==> src/rtl/i2c_line_conditioner.sv <==
`default_nettype none
// ============================================================================
// Module   : i2c_line_conditioner
// Purpose  : Synchronises and glitch-filters the raw SCL/SDA pad inputs and
//            derives filtered levels, edge strobes, START/STOP strobes and a
//            bus-busy flag for the downstream I2C slave FSM.
// Revision : 1.0  initial release
// ============================================================================
module i2c_line_conditioner #(
    parameter int SYNC_STAGES = 2,   // synchroniser flops per line (>= 2)
    parameter int FILT_LEN    = 4    // consecutive mismatching clks to accept a level (>= 1)
) (
    input  logic clk,
    input  logic reset,
    input  logic scl_in,
    input  logic sda_in,
    output logic scl_f,
    output logic sda_f,
    output logic scl_rise,
    output logic scl_fall,
    output logic sda_rise,
    output logic sda_fall,
    output logic start_det,
    output logic stop_det,
    output logic bus_busy
);

    localparam int CNT_W = $clog2(FILT_LEN + 1);

    // Line index 0 is SCL, line index 1 is SDA.
    logic [1:0] raw_lines;
    logic [1:0] filt_q;      // current filtered level per line
    logic [1:0] filt_d;      // filtered level after this clock edge

    assign raw_lines = {sda_in, scl_in};

    for (genvar i = 0; i < 2; i++) begin : g_line
        logic [SYNC_STAGES-1:0] sync_q;
        logic [CNT_W-1:0]       cnt_q;
        logic [CNT_W-1:0]       cnt_d;
        logic                   f_q;
        logic                   f_d;
        logic                   s;

        assign s = sync_q[SYNC_STAGES-1];

        // Synchroniser chain; resets to the idle (high) bus level.
        always_ff @(posedge clk or posedge reset) begin
            if (reset) begin
                sync_q <= '1;
            end else begin
                sync_q <= {sync_q[SYNC_STAGES-2:0], raw_lines[i]};
            end
        end

        // Persistence filter: accept s only after FILT_LEN consecutive mismatching clks.
        always_comb begin
            cnt_d = '0;
            f_d   = f_q;
            if (s != f_q) begin
                if (cnt_q == CNT_W'(FILT_LEN - 1)) begin
                    f_d = s;
                end else begin
                    cnt_d = cnt_q + 1'b1;
                end
            end
        end

        // Filter state register.
        always_ff @(posedge clk or posedge reset) begin
            if (reset) begin
                cnt_q <= '0;
                f_q   <= 1'b1;
            end else begin
                cnt_q <= cnt_d;
                f_q   <= f_d;
            end
        end

        assign filt_q[i] = f_q;
        assign filt_d[i] = f_d;
    end

    // Edge and bus-condition decode on the filtered levels. These are computed
    // from the next filtered value so every strobe registers in the same cycle
    // that the filtered level changes.
    logic [1:0] rise_d;
    logic [1:0] fall_d;
    logic       start_d;
    logic       stop_d;
    logic       busy_d;
    logic       busy_q;
    logic       start_q;
    logic       stop_q;
    logic [1:0] rise_q;
    logic [1:0] fall_q;

    // SCL must be high before and after the SDA transition; a simultaneous
    // SCL change disqualifies START/STOP.
    always_comb begin
        rise_d  = filt_d & ~filt_q;
        fall_d  = ~filt_d & filt_q;
        start_d = fall_d[1] & filt_q[0] & filt_d[0];
        stop_d  = rise_d[1] & filt_q[0] & filt_d[0];
        busy_d  = busy_q;
        if (start_q) begin
            busy_d = 1'b1;
        end else if (stop_q) begin
            busy_d = 1'b0;
        end
    end

    // Output strobe and busy-flag registers.
    always_ff @(posedge clk or posedge reset) begin
        if (reset) begin
            rise_q  <= '0;
            fall_q  <= '0;
            start_q <= 1'b0;
            stop_q  <= 1'b0;
            busy_q  <= 1'b0;
        end else begin
            rise_q  <= rise_d;
            fall_q  <= fall_d;
            start_q <= start_d;
            stop_q  <= stop_d;
            busy_q  <= busy_d;
        end
    end

    assign scl_f     = filt_q[0];
    assign sda_f     = filt_q[1];
    assign scl_rise  = rise_q[0];
    assign scl_fall  = fall_q[0];
    assign sda_rise  = rise_q[1];
    assign sda_fall  = fall_q[1];
    assign start_det = start_q;
    assign stop_det  = stop_q;
    assign bus_busy  = busy_q;

endmodule
`default_nettype wire
==> config.mk <==
export PLATFORM = sky130hd
export DESIGN_NAME = i2c_line_conditioner
export DESIGN_NICKNAME = d
export VERILOG_FILES = /design/src/rtl/i2c_line_conditioner.sv
export SDC_FILE = /design/constraint.sdc
export NUM_CORES = 1
export LEC_CHECK = 0
export CORE_UTILIZATION = 48
export DETAILED_ROUTE_END_ITERATION = 8
export PLACE_DENSITY_LB_ADDON = 0.15
export REMOVE_ABC_BUFFERS = 1
export SLEW_MARGIN = 30
export SYNTH_ARGS = -nofsm -noshare
export SYNTH_HDL_FRONTEND = slang
export SYNTH_SLANG_ARGS = --single-unit
==> constraint.sdc <==
create_clock -name clk -period 1.5 [get_ports clk]
set_input_delay 0.3 -clock clk [delete_from_list [all_inputs] [get_ports clk]]
set_output_delay 0.3 -clock clk [all_outputs]
set_load 0.05 [all_outputs]
# Word-level counts from Yosys, hierarchy flattened
# Cells that the tools add are included.
# Widths: inputs -> output; s select.
# word_totals
regBits	19
latchBits	0
mem_bits_rw	0
romBits	0
n_memories	0
# op_classes
addsub	2
mul	0
div	0
n_lt_le_gt_ge	0
n_eq_ne	4
n_shift	0
n_mux	10
n_bitwise	8
reduce_logical	1
# ops
operator	n
$mux 3	4
$add 3x1->3 const B	2
$eq 3x2->1 const B	2
$mux 1	6
$and 1x1->1	4
$and 2x2->2	2
$not 2->2	2
$ne 1x1->1	2
$reduce_bool 2->1	1

# Longest topological paths before layout
# Gate-level depths: netlist of the first run.
# logic_depth
depth_word	7
mapped_depth	3

# Worst setup path before layout of the first run
# No wires, ideal clock.
# synth_path
path_type	register to register
start	reg g_line[1].f_q, in the netlist sda_f
end	reg g_line[1].cnt_q[1]
arrival_time_ns	1.073
setup_slack_ns	0.307
path_stages_with_launch	3
period_less_slack_ns	1.193
path_cell_list	dfstp_2 -> xnor2_1 -> and3b_1
# synth_via
elab_chain_len	2
# synth_rtl
element	line	source
start, declared	41	logic f_q;
start signal, assigned	73	f_q <= 1'b1;
start signal, assigned	76	f_q <= f_d;
$ne 1x1->1	60	if (s != f_q) begin
$mux 3	60	
named net g_line[1].cnt_d[1]	40	logic [CNT_W-1:0] cnt_d;
end signal, assigned	75	cnt_q <= cnt_d;
end, declared	39	logic [CNT_W-1:0] cnt_q;
# The timed path passes the listed nets, and every way through them passes these cells.
# A chain may end at the register's enable or synchronous reset.

# Worst setup path in the final report of the first run
# layout_path
start	reg g_line[0].f_q, in the netlist scl_f
end	out scl_f
# layout_rtl
element	line	source
start, declared	41	
start signal, assigned	73	
start signal, assigned	76	
end, declared	17	output logic scl_f,
# No word-level cell between the ends.

==> flow_summary.json, run 1 <==
{
  "post-synth-top-count-cell": "dfrtp_1",
  "syn_inst": 46,
  "synthArstFlopShare": 1.00,
  "drt_wl_total_microns": 993,
  "drc_errors": 0,
  "tightest_slew_ns": 0.402,
  "setup_viol": 0,
  "cp_slowest_cell": "dfstp_2",
  "antenna_found_initial": 0,
  "core_sq_um": 1350,
  "crit_type": "reg -> out",
  "via_per_inst": 5.06,
  "io_pins": 13,
  "outcome": "complete, no violations",
  "synth-seq-cells": 19,
  "synth_top_cell_by_area": "dfrtp_1",
  "place.gp.congestion": 0.681,
  "tritoncts": "yes",
  "post_cts_buffers": 0,
  "cp_slowest_stage_delay_ns": 0.63,
  "area_growth_pct": 36.6,
  "fillCellCount": 94,
  "finalClockSkew_ns": 0.00209,
  "ir_drop_mv": 1.05,
  "relSlewSlack": 0.730,
  "gr-usage-all-layers": 0.166,
  "cts_buffer_depth": 2,
  "period_minus_slack_ns": 1.37,
  "port_buffers": 12,
  "max_cap_violations": 0,
  "n_antenna_cell": 0,
  "hp-class": "in -> async",
  "cts-root-buf": "clkbuf_4",
  "period_share": 0.915,
  "fin_tns_setup_ns": 0,
  "cp-end-kind": "output port",
  "die_w_microns": 40.7,
  "htreeDepth": 1,
  "worst_slack_ns": 0.128,
  "hold_viol_final": 0,
  "clock_latency_ns": 0.29,
  "pre_cts_ws_ns": 0.318,
  "grt_pass1_vias": 396,
  "synthTopCellsByCount": "dfrtp_1, dfstp_2, nand2b_1, nor3b_1, nor3b_2",
  "routedWlPerCell_microns": 12.7,
  "synth.area.top_cells": "dfrtp_1, dfstp_2, nor3b_2",
  "cts_hold_buf": 0,
  "yosys_warnings": 0,
  "numCtsBuffers": 3,
  "powerDensity_nw_per_um2": 1610,
  "crit_arrival_ns": 1.07,
  "num-nets-final": 70,
  "crit_fanout": 7,
  "cts.clk_slew.worst_paths_ns": 0.09,
  "grt_overflow": 0,
  "fmax_mhz": 729,
  "die_y_microns": 40.7,
  "ys_types": 18,
  "rsz0062_at_grt": "false",
  "ys_seq_area_frac": 0.672,
  "worstSetupStartpointType": "flop",
  "grt_first_pass_wirelength_microns": 1690,
  "synth_area_sq_um": 718,
  "slew_viol_final": 0,
  "dieArea_sq_um": 1650,
  "synth_edf_count": 0,
  "dr.pass1.iters": 4,
  "initial_core_util": 0.532,
  "clock_sinks": 19,
  "drtIter0Drc": 2,
  "dp_hpwl_microns": 771,
  "crit_family": "flip-flops",
  "leakagePower_nw": 0.438,
  "synth_flop_cell": "dfrtp_1",
  "syn_avg_cell_area_sq_um": 15.6,
  "vias": 395,
  "grt_max_degree": 20,
  "critical_path_required_ns": 1.20,
  "path_buf_inv": 1,
  "path_cells": "buf_12",
  "drive_gt1_frac": 0.397,
  "antenna_left": 0,
  "utilization": 0.727,
  "row_count": 13,
  "synth_top_area_frac": 0.453,
  "cts_resized": 0
}
[where the power goes]
part / internal (W) / switching, W / total [W]
clock: 0.000103 / 0.000137 / 0.000240
combinational: 0.000307 / 0.000298 / 0.000605
sequential: 0.000632 / 0.000100 / 0.000732
[metal layers]
| layer | GRT usage | vias to the layer above | part of all wire |
|---|---|---|---|
| met5 | 0 | - | 0 |
| met4 | 0.0750 | 0 | 0.013 |
| met3 | 0.0489 | 2 | 0.033 |
| met1 | 0.207 | 189 | 0.47 |
| met2 | 0.266 | 14 | 0.48 |
| li1 | - | 190 | - |
[cell families after synthesis]
logic type | count (synthesis) | share of synthesized area
buffers and inverters | 2 | 0.0105
AO/OA/AOI/OAI | 1 | 0.0105
flip-flops | 19 | 0.672
multiplexers | 2 | 0.0314
adder cells (fa/ha/maj) | 2 | 0.0348
AND/OR/NAND/NOR | 18 | 0.216
XOR/XNOR | 2 | 0.0244
[placed cells by master, fill, tap and decap left out]
cell / n
clkbuf_4: 3
nor4b_1: 1
nor3b_1: 3
ha_1: 2
and2_1: 1
buf_12: 9
mux2_1: 2
nor2b_1: 1
clkbuf_1: 1
dfrtp_1: 13
dfstp_2: 6
nor4b_2: 1
clkdlybuf4s50_1: 3
buf_4: 1
nor2_1: 2
and3b_1: 1
inv_1: 2
nor3_2: 1
a21o_1: 1
nor3b_2: 3
xnor2_1: 2
nand2b_4: 1
nand2b_1: 3
[layout make-up]
| type | count | area, sq um | area share |
|---|---|---|---|
| inverters | 2 | 7.51 | 0.00765 |
| well taps | 15 | 18.8 | 0.0191 |
| flip-flops and latches | 19 | 483 | 0.492 |
| clock buffers | 4 | 26.3 | 0.0268 |
| multi-input cells | 25 | 228 | 0.232 |
| repair buffers | 13 | 218 | 0.222 |
[flip-flops by register name (all words and copies together) (netlist names)]
register and flops:
stop_det 1, rise_q 2, g_line.sync_q 4, start_det 1
sda_f 1, bus_busy 1, scl_f 1, fall_q 2
g_line.cnt_q 6
[stage by stage]
stage	cells	power (W)	hold slack (ns)	instance area [sq um]
after floorplan	46	0.00108	0.247	718
after global placement	74	0.00133	0.346	955
after detailed placement	74	0.00135	0.351	955
after CTS	78	0.00160	0.319	981
after global routing	78	0.00167	0.334	981
final	78	0.00158	0.318	981
[final timing paths]
| kind | start | slack [ns] | cells after the start | end |
|---|---|---|---|---|
| setup / recovery | scl_f | 0.13 | 1 | scl_f |
| hold / removal | reset | 0.32 | 3 | g_line[0].cnt_q[0] |
| setup reg to reg | g_line[0].cnt_q[0] | 0.29 | 3 | stop_det |
| hold reg to reg | g_line[1].sync_q[0] | 0.36 | 0 | g_line[1].sync_q[1] |
| max in group asynchronous | reset | 0.92 | 3 | g_line[1].sync_q[0] |
| min in group clk | g_line[1].sync_q[0] | 0.36 | 0 | g_line[1].sync_q[1] |
No activity file was read; power rests on OpenSTA's default activity.
==> run 2, diff against run 1 <==
Settings changed: ABC_AREA set to 1, CAP_MARGIN set to 40.
==> run 2 against run 1 <==
  * Wire length rose by 4.0%
  * Final cell count increased by 26%
  * Sequential share of layout area rose by 1.0 points
  * Critical endpoint unchanged
  * Largest power group unchanged
==> flow_summary.json, run 2 <==
{
  "via_per_inst": 4.64,
  "powerDensity_nw_per_um2": 1600,
  "htreeDepth": 1,
  "num-nets-final": 90,
  "crit-reg2reg-launch": "scl_f",
  "place.gp.congestion": 0.717,
  "drtIter0Drc": 5,
  "r2r_slack_ns": 0.48,
  "grt_first_pass_wirelength_microns": 1590,
  "period_share": 0.913,
  "port_buffers": 12,
  "utilization": 0.720,
  "crit_arrival_ns": 1.07,
  "core_sq_um": 1330,
  "die_y_microns": 40.1,
  "place_area_sq_um": 935,
  "drc_errors": 0,
  "antenna_left": 0,
  "row_count": 13,
  "mostFrequentLayoutCells": "nand2_1, dfrtp_1, inv_1, nor2_1, buf_12",
  "dr_wl_met2_microns": 551,
  "ys_types": 15,
  "grt_overflow": 0,
  "synth_area_sq_um": 698,
  "cts_resized": 0,
  "cts_buffer_depth": 2,
  "finalClockSkew_ns": 0.00112,
  "worstSetupStartpointType": "flop",
  "top_register": "g_line.cnt_q",
  "crit_type": "reg -> out",
  "synth_edf_count": 0,
  "grt_pass1_vias": 383,
  "cp-end-kind": "output port",
  "initial_core_util": 0.523,
  "largest_reg_flops": 6,
  "antenna_found_initial": 0,
  "hold_viol_final": 0,
  "met3WireLength_microns": 31,
  "dp_hpwl_microns": 778,
  "power_w": 0.00154,
  "n_antenna_cell": 0,
  "whs_ns": 0.326,
  "period_minus_slack_ns": 1.37,
  "path_buf_inv": 1,
  "crit_family": "flip-flops",
  "final_area_sq_um": 961,
  "reg2reg_depth": 2,
  "ys_seq_area_frac": 0.692,
  "yosys_warnings": 0,
  "cts_hold_buf": 0,
  "dr.max_layer_used": "met4",
  "die_w_microns": 40.1,
  "relSlewSlack": 0.793,
  "dieArea_sq_um": 1610,
  "drive_gt1_frac": 0.265,
  "grt_max_degree": 20,
  "wirelength_met1_microns": 429,
  "vias": 455,
  "setup_viol": 0,
  "slew_viol_final": 0,
  "path_cells": "buf_12",
  "critPathLaunch": "scl_f",
  "synth-seq-cells": 19,
  "leakagePower_nw": 0.474,
  "synth_top_cell_by_area": "dfrtp_1",
  "cp_slowest_cell": "dfstp_2",
  "fin_tns_setup_ns": 0,
  "r2r-end": "g_line[0].cnt_q[0]",
  "drt_wl_total_microns": 1030,
  "synth_flop_cell": "dfrtp_1",
  "synth_top_area_frac": 0.466,
  "hp-class": "in -> async",
  "clock_sinks": 19,
  "fillCellCount": 97,
  "ir_drop_mv": 0.941,
  "gr-usage-all-layers": 0.163,
  "tightest_slew_ns": 0.309,
  "area_growth_pct": 37.6,
  "synthArstFlopShare": 1.00,
  "crit_path_end": "scl_f",
  "critical_path_required_ns": 1.20,
  "syn_inst": 66,
  "outcome": "complete, no violations",
  "max_cap_violations": 0,
  "cts.clk_slew.worst_paths_ns": 0.10,
  "syn_avg_cell_area_sq_um": 10.6,
  "clock_latency_ns": 0.29,
  "routedWlPerCell_microns": 10.5,
  "reg_top3": "g_line.cnt_q: 6 flops, g_line.sync_q: 4 flops",
  "dr.pass1.iters": 3,
  "cts-root-buf": "clkbuf_4",
  "io_pins": 13,
  "tritoncts": "yes",
  "synth.area.top_cells": "dfrtp_1, dfstp_2, nand2_1",
  "post_cts_buffers": 0,
  "cp_slowest_stage_delay_ns": 0.63,
  "synthTopCellsByCount": "dfrtp_1, nand2_1, inv_1, nor2_1, dfstp_2",
  "crit_cells": 1,
  "fmax_mhz": 730,
  "rsz0062_at_grt": "false",
  "crit_fanout": 6,
  "numCtsBuffers": 3
}
==> run 2: final cells by class <==
class	count	area, sq um	share of cell area
clock buffer	4	26.3	0.0273
timing repair buffer	13	218	0.227
multi-input combinational	35	170	0.177
tap	15	18.8	0.0195
sequential	19	483	0.503
inverter	12	45.0	0.0469
==> run 2: kinds of logic (layout without fill, tap and decap cells) <==
family | Yosys count | count (layout) | share of synthesized area
flops | 19 | 19 | 0.692
xor+xnor | 1 | 1 | 0.0125
compound gates | 3 | 3 | 0.0251
buf+inv | 12 | 29 | 0.0645
simple gates | 29 | 29 | 0.170
fa+ha+maj | 2 | 2 | 0.0358
==> run 2: worst min-delay path by stage <==
stage | end | slack (ns) | depth (start not counted)
after global placement | g_line[0].sync_q[1] | 0.35 | 0
after CTS | g_line[1].cnt_q[0] | 0.33 | 3
after floorplan | bus_busy | 0.25 | 1
final | g_line[0].cnt_q[1] | 0.33 | 3
after detailed placement | g_line[1].sync_q[1] | 0.35 | 0
after global routing | g_line[0].cnt_q[1] | 0.37 | 3
==> run 2: power by group <==
group / switching, W / leakage (nW) / internal (W)
registers: 0.0000901 / 0.240 / 0.000626
clock network: 0.000144 / 0.0150 / 0.000103
logic: 0.000315 / 0.219 / 0.000263
total: 0.000550 / 0.474 / 0.000992
==> run 2: metal layers <==
metal  up-vias  track usage
met3         4       0.0500
met4         0        0.129
met1       211        0.161
met5         -            0
li1        229            -
met2        11        0.278
==> run 2: stage by stage <==
stage / setup WS [ns] / instances
6_report: 0.130 / 98
5_1_grt: 0.0836 / 98
3_3_place_gp: 0.478 / 94
4_1_cts: 0.119 / 98
2_1_floorplan: 0.408 / 66
3_5_place_dp: 0.455 / 94
